### config.mk
export PLATFORM = sky130hd
export DESIGN_NAME = vec_alu_mc
export DESIGN_NICKNAME = d
export VERILOG_FILES = /design/src/rtl/vec_alu_mc.sv
export SDC_FILE = /design/constraint.sdc
export NUM_CORES = 2
export LEC_CHECK = 0
export ABC_AREA = 0
export BUFFER_PORTS_ARGS = -buffer_cell sky130_fd_sc_hd__buf_2
export CAP_MARGIN = 30
export CORE_MARGIN = 2
export CORE_UTILIZATION = 60
export CTS_BUF_LIST = sky130_fd_sc_hd__clkbuf_16
export DETAILED_ROUTE_END_ITERATION = 10
export PLACE_DENSITY_LB_ADDON = 0.1
export SLEW_MARGIN = 25
export SYNTH_ARGS = -nofsm -noshare
export SYNTH_HDL_FRONTEND = slang
export SYNTH_SLANG_ARGS = --single-unit
### constraint.sdc
create_clock -name clk -period 10.25 [get_ports clk]
set_clock_uncertainty 0.1 [all_clocks]
set_input_delay 0.5125 -clock clk [delete_from_list [all_inputs] [get_ports clk]]
set_output_delay 0.5125 -clock clk [all_outputs]
set_load 0.01 [all_outputs]
### src/rtl/vec_alu_mc.sv
// Multi-cycle vector ALU: VADD/VDOT/SMUL walk the lanes in chunks, scalar ops resolve in one cycle.
// Valid/ready on both sides; one operation in flight, result held until the consumer takes it.
module vec_alu_mc #(
    parameter int unsigned LANES           = 16,
    parameter int unsigned LANE_W          = 16,
    parameter int unsigned LANES_PER_CYCLE = 4
) (
    input  logic                      clk,
    input  logic                      rst,
    input  logic                      in_valid,
    output logic                      in_ready,
    input  logic [3:0]                opcode,
    input  logic [LANES*LANE_W-1:0]   op_1,
    input  logic [LANES*LANE_W-1:0]   op_2,
    output logic                      out_valid,
    input  logic                      out_ready,
    output logic [LANES*LANE_W-1:0]   result,
    output logic                      illegal
);

    localparam int unsigned VW      = LANES * LANE_W;
    localparam int unsigned N_CHUNK = LANES / LANES_PER_CYCLE;
    localparam int unsigned K_W     = (N_CHUNK > 1) ? $clog2(N_CHUNK) : 1;
    localparam int unsigned HALF    = LANE_W / 2;

    localparam logic [3:0] OP_VADD = 4'b0000;
    localparam logic [3:0] OP_VDOT = 4'b0001;
    localparam logic [3:0] OP_SMUL = 4'b0010;
    localparam logic [3:0] OP_VLD  = 4'b0100;
    localparam logic [3:0] OP_VST  = 4'b0101;
    localparam logic [3:0] OP_SLL  = 4'b0110;
    localparam logic [3:0] OP_SLH  = 4'b0111;
    localparam logic [3:0] OP_NOP  = 4'b1111;

    typedef enum logic [1:0] {
        S_IDLE = 2'd0,
        S_EXEC = 2'd1,
        S_DONE = 2'd2
    } state_t;

    state_t             r_state;
    logic [3:0]         r_op;
    logic [VW-1:0]      r_a;
    logic [VW-1:0]      r_b;
    logic [K_W-1:0]     r_k;
    logic [LANE_W-1:0]  r_acc;
    logic [VW-1:0]      r_result;
    logic               r_illegal;
    logic               r_in_ready;
    logic               r_out_valid;

    logic [LANE_W-1:0]  w_a_lane    [LANES_PER_CYCLE];
    logic [LANE_W-1:0]  w_b_lane    [LANES_PER_CYCLE];
    logic [LANE_W-1:0]  w_sum_lane  [LANES_PER_CYCLE];
    logic [LANE_W-1:0]  w_smul_lane [LANES_PER_CYCLE];
    logic [LANE_W-1:0]  w_chunk_sum;
    logic [LANE_W-1:0]  w_a0;
    logic [LANE_W-1:0]  w_b0;
    logic [VW-1:0]      w_final;
    logic               w_illegal;
    logic               w_is_multi;

    assign in_ready  = r_in_ready;
    assign out_valid = r_out_valid;
    assign result    = r_result;
    assign illegal   = r_illegal;

    assign w_a0 = r_a[LANE_W-1:0];
    assign w_b0 = r_b[LANE_W-1:0];
    assign w_is_multi = (opcode == OP_VADD) || (opcode == OP_VDOT) || (opcode == OP_SMUL);

    // Per-chunk lane arithmetic on the latched operands, lanes [k*LPC, (k+1)*LPC)
    always_comb begin
        w_chunk_sum = '0;
        for (int unsigned j = 0; j < LANES_PER_CYCLE; j++) begin
            w_a_lane[j]    = r_a[(32'(r_k) * LANES_PER_CYCLE + j) * LANE_W +: LANE_W];
            w_b_lane[j]    = r_b[(32'(r_k) * LANES_PER_CYCLE + j) * LANE_W +: LANE_W];
            w_sum_lane[j]  = w_a_lane[j] + w_b_lane[j];
            w_smul_lane[j] = LANE_W'(w_a_lane[j] * w_b0);
            w_chunk_sum    = w_chunk_sum + LANE_W'(w_a_lane[j] * w_b_lane[j]);
        end
    end

    // Final result selection; vector ops have already filled r_result / r_acc
    always_comb begin
        w_final   = '0;
        w_illegal = 1'b0;
        case (r_op)
            OP_VADD, OP_SMUL: w_final = r_result;
            OP_VDOT:          w_final[LANE_W-1:0] = r_acc;
            OP_VLD, OP_VST:   w_final[LANE_W-1:0] = w_a0 + w_b0;
            OP_SLL:           w_final[LANE_W-1:0] = {w_a0[LANE_W-1:HALF], w_b0[HALF-1:0]};
            OP_SLH:           w_final[LANE_W-1:0] = {w_b0[HALF-1:0], w_a0[HALF-1:0]};
            OP_NOP:           w_final = '0;
            default:          w_illegal = 1'b1;
        endcase
    end

    always_ff @(posedge clk) begin
        if (rst) begin
            r_state     <= S_IDLE;
            r_op        <= OP_NOP;
            r_a         <= '0;
            r_b         <= '0;
            r_k         <= '0;
            r_acc       <= '0;
            r_result    <= '0;
            r_illegal   <= 1'b0;
            r_in_ready  <= 1'b1;
            r_out_valid <= 1'b0;
        end else begin
            case (r_state)
                S_IDLE: begin
                    if (in_valid && r_in_ready) begin
                        r_op       <= opcode;
                        r_a        <= op_1;
                        r_b        <= op_2;
                        r_k        <= '0;
                        r_acc      <= '0;
                        r_result   <= '0;
                        r_illegal  <= 1'b0;
                        r_in_ready <= 1'b0;
                        r_state    <= w_is_multi ? S_EXEC : S_DONE;
                    end
                end
                S_EXEC: begin
                    if (r_op == OP_VDOT) begin
                        r_acc <= r_acc + w_chunk_sum;
                    end else begin
                        for (int unsigned j = 0; j < LANES_PER_CYCLE; j++) begin
                            r_result[(32'(r_k) * LANES_PER_CYCLE + j) * LANE_W +: LANE_W] <=
                                (r_op == OP_VADD) ? w_sum_lane[j] : w_smul_lane[j];
                        end
                    end
                    r_k <= r_k + K_W'(1);
                    if (r_k == K_W'(N_CHUNK - 1)) begin
                        r_state <= S_DONE;
                    end
                end
                S_DONE: begin
                    // First DONE cycle publishes the result; afterwards hold until taken
                    if (!r_out_valid) begin
                        r_result    <= w_final;
                        r_illegal   <= w_illegal;
                        r_out_valid <= 1'b1;
                    end else if (out_ready) begin
                        r_out_valid <= 1'b0;
                        r_in_ready  <= 1'b1;
                        r_state     <= S_IDLE;
                    end
                end
                default: r_state <= S_IDLE;
            endcase
        end
    end

endmodule

==> results.cfg <==
[status]
status = completed

[power_and_ir_drop]
switching_share_pct = 44.2
p_leak_nw = 35.7
p_comb_share_pct = 45.3
p_clk_share_pct = 24.6
p_sw_mw = 5.55
p_seq_share_pct = 30.1
vdd_drop_max_v = 0.000165
power_density_nw_per_um2 = 161
p_int_mw = 7.00

[sta]
hold_ws_ps = 16.2
fmax_mhz = 104
slew_headroom_pct = 19.5
period_minus_slack_ps = 9600
rsz0062_at_grt = false
period_share_pct = 93.6
finalHoldViolations = 0
worstMarginPinSlew_ps = 1170
drv_slew = 0
finalSetupViolCount = 0
setup_tns_ps = 0

[detailed_routing]
ant_nets = 0
wirelength_um = 265000
num_vias = 61238
drt_iter0_drc = 6989
avgViaCountPerCell = 5.97
wl_per_cell_um = 25.8
drc = 0
firstDrtPassIters = 6

[synth]
syn-num-nets = 9520
post-synth-top-area-cell = dfxtp_1
synth_top_area_share_pct = 23.9
synth.distinct_cells = 59
ys_warn_count = 0
dominantRegCellSynth = dfxtp_1
ys_seq_area_share_pct = 23.9
syn-cell-area_sq_um = 66700
syn_avg_cell_area_sq_um = 8.55
syn_inst = 7804
synth-edff-count = 0
netlist_top_cells_area = dfxtp_1 (24%), fa_1 (22%), nand2_1 (9.2%)
synth-seq-cells = 795
ys_async_sr_fraction_pct = 0

[placed_design]
port_buffers = 778
dpl.cell_count = 9739
hpwl_um = 200000
dpl_cell_area_sq_um = 71900
gp_congestion = 1.04

[critical_path]
worstPathMaxFanout = 18
cp_data_required_time_ps = 10670
crit_type = flop to flop
critPathMaxStageDelay_ps = 760
path_buf_inv = 6
start_kind = flop
cp_slowest_cell = mux4_2
endpoint_kind = flop
arrival_ps = 10020
cp_top_family = adder cells
cpMostUsedCell = fa_1

[layout]
drive_gt1_share_pct = 13.9
fin_area_sq_um = 78100
fin_nets = 10392
instances_no_fill = 10255
fillers = 8680
area_delta_synth_final_pct = 17.2

[floorplanning]
die_x_um = 337
core-area_sq_um = 111000
die_y_um = 337
std_cell_rows = 122
boundaryPins = 779
start_util_pct = 60.4
dieArea_sq_um = 114000

[clocking]
clockBufferDepth = 3
cts_made_buffers = 84
root_buffer = clkbuf_16
path_clk_slew_ps = 80
cts_resized = 0
htree_levels = 3
clock-sinks = 795
cts_tree = built
clk_latency_ps = 700

[grt]
grt_pass1_vias = 59993
grt_first_pass_wirelength_um = 385000
grt_max_degree = 229
grt_use_total_pct = 46.1
overflow = 0
antenna_found_initial = 37

[flow_run]
cap_violations = 0

[min_path]
hold_path.class = input pin to flop
==> what timing repair did <==
| action | 4_1_cts | 5_1_grt |
|---|---|---|
| endpoints found under the hold margin | 334 | 0 |
| buffers inserted | 0 | 0 |
| hold buffers | 334 | 0 |
==> power by group through the flow <==
stage	clock network (mW)	registers (mW)	logic, mW
final	3.08	3.78	5.69
after detailed placement	0	3.81	5.33
after floorplan	0	3.66	3.34
after CTS	3.08	3.75	5.47
after global placement	0	3.81	5.26
after global routing	3.21	3.79	6.05
==> worst reg2reg max path, cell delays in order, from the launching register on <==
cell and delay [ps]:
dfxtp_4 590, buf_12 280, buf_4 300, mux4_2 770, ha_1 350, fa_1 500, inv_1 50, fa_1 490
inv_1 50, fa_1 470, inv_1 50, fa_1 460, fa_1 510, fa_1 520, inv_1 50, fa_1 560
fa_1 430, fa_1 530, fa_1 440, ha_1 330, a21oi_1 230, o21ai_0 210, o41ai_1 520, o21ai_0 230
xnor2_1 170, a22oi_1 160, nor2_1 60
==> state kept, by name (all words and copies together), names as in the netlist, 2 cells and up <==
signal and flops:
r_a 256, r_b 256, result 256, r_acc 16, r_op 4, r_k 2
r_state 2
==> cell usage after synthesis (all sizes together) (15+ instances only) <==
library cell	instances
a21o	26
a21oi	651
a222oi	16
a22oi	223
and2	538
buf	50
clkbuf	427
dfxtp	795
fa	730
ha	466
inv	1011
mux4	128
nand2	1641
nand2b	17
nand3	24
nor2	385
nor3	22
o21ai	97
o21bai	22
o31ai	15
xnor2	279
xor2	76
==> metal layers <==
metal | vias up | wire, um | track usage (%)
li1 | 26395 | - | -
met1 | 29911 | 96700 | 58.8
met2 | 3925 | 113000 | 67.8
met3 | 987 | 31000 | 11.9
met4 | 20 | 23700 | 34.0
met5 | - | 122 | 0
==> placed cells by master (no fill, tap or decap), types with 23 or more instances in the layout <==
master,instances
nand2_1,1641
inv_1,1025
dfxtp_1,784
buf_2,781
fa_1,730
a21oi_1,651
and2_1,537
ha_1,466
nor2_1,383
dlygate4sd3_1,334
xnor2_1,278
a22oi_1,223
buf_4,131
mux4_2,128
o21ai_0,89
clkbuf_16,86
xor2_1,76
a21o_1,26
nand3_1,23
==> worst paths after layout <==
check / startpoint / end / slack, ps / depth (start not counted)
max reg2reg: r_k[0] / r_acc[15] / 650 / 26
max: r_k[0] / r_acc[15] / 650 / 26
min: op_1[99] / r_a[99] / 20 / 3
min reg2reg: result[10] / result[10] / 340 / 2
==> final cells by class <==
| cell class | count | area (sq um) | share of cell area, % |
|---|---|---|---|
| clock buffers | 86 | 2150 | 2.75 |
| clock inverters | 69 | 614 | 0.786 |
| inverters | 1011 | 3790 | 4.86 |
| flip-flops and latches | 795 | 15900 | 20.4 |
| multi-input cells | 5521 | 45200 | 57.8 |
| well taps | 1488 | 1860 | 2.38 |
| repair buffers | 1263 | 8530 | 10.9 |
| diodes | 22 | 55.1 | 0.0705 |
==> logic make-up after synthesis <==
logic type	after synthesis	synth area share, %
XOR/XNOR	355	4.66
adder cells (fa/ha/maj)	1196	30.7
buffers and inverters	1488	8.56
AO/OA/AOI/OAI	1144	10.2
AND/OR/NAND/NOR	2684	17.5
flip-flops	795	23.9
multiplexers	142	4.53
==> stage by stage <==
stage | util [%] | setup WS (ps) | total power, mW
5_1_grt | 70.7 | 247 | 13.1
4_1_cts | 70.6 | 746 | 12.3
3_3_place_gp | 65.0 | 815 | 9.07
3_5_place_dp | 65.1 | 804 | 9.15
2_1_floorplan | - | 1450 | 7.01
6_report | 70.7 | 654 | 12.6
No activity file was read; power rests on OpenSTA's default activity.
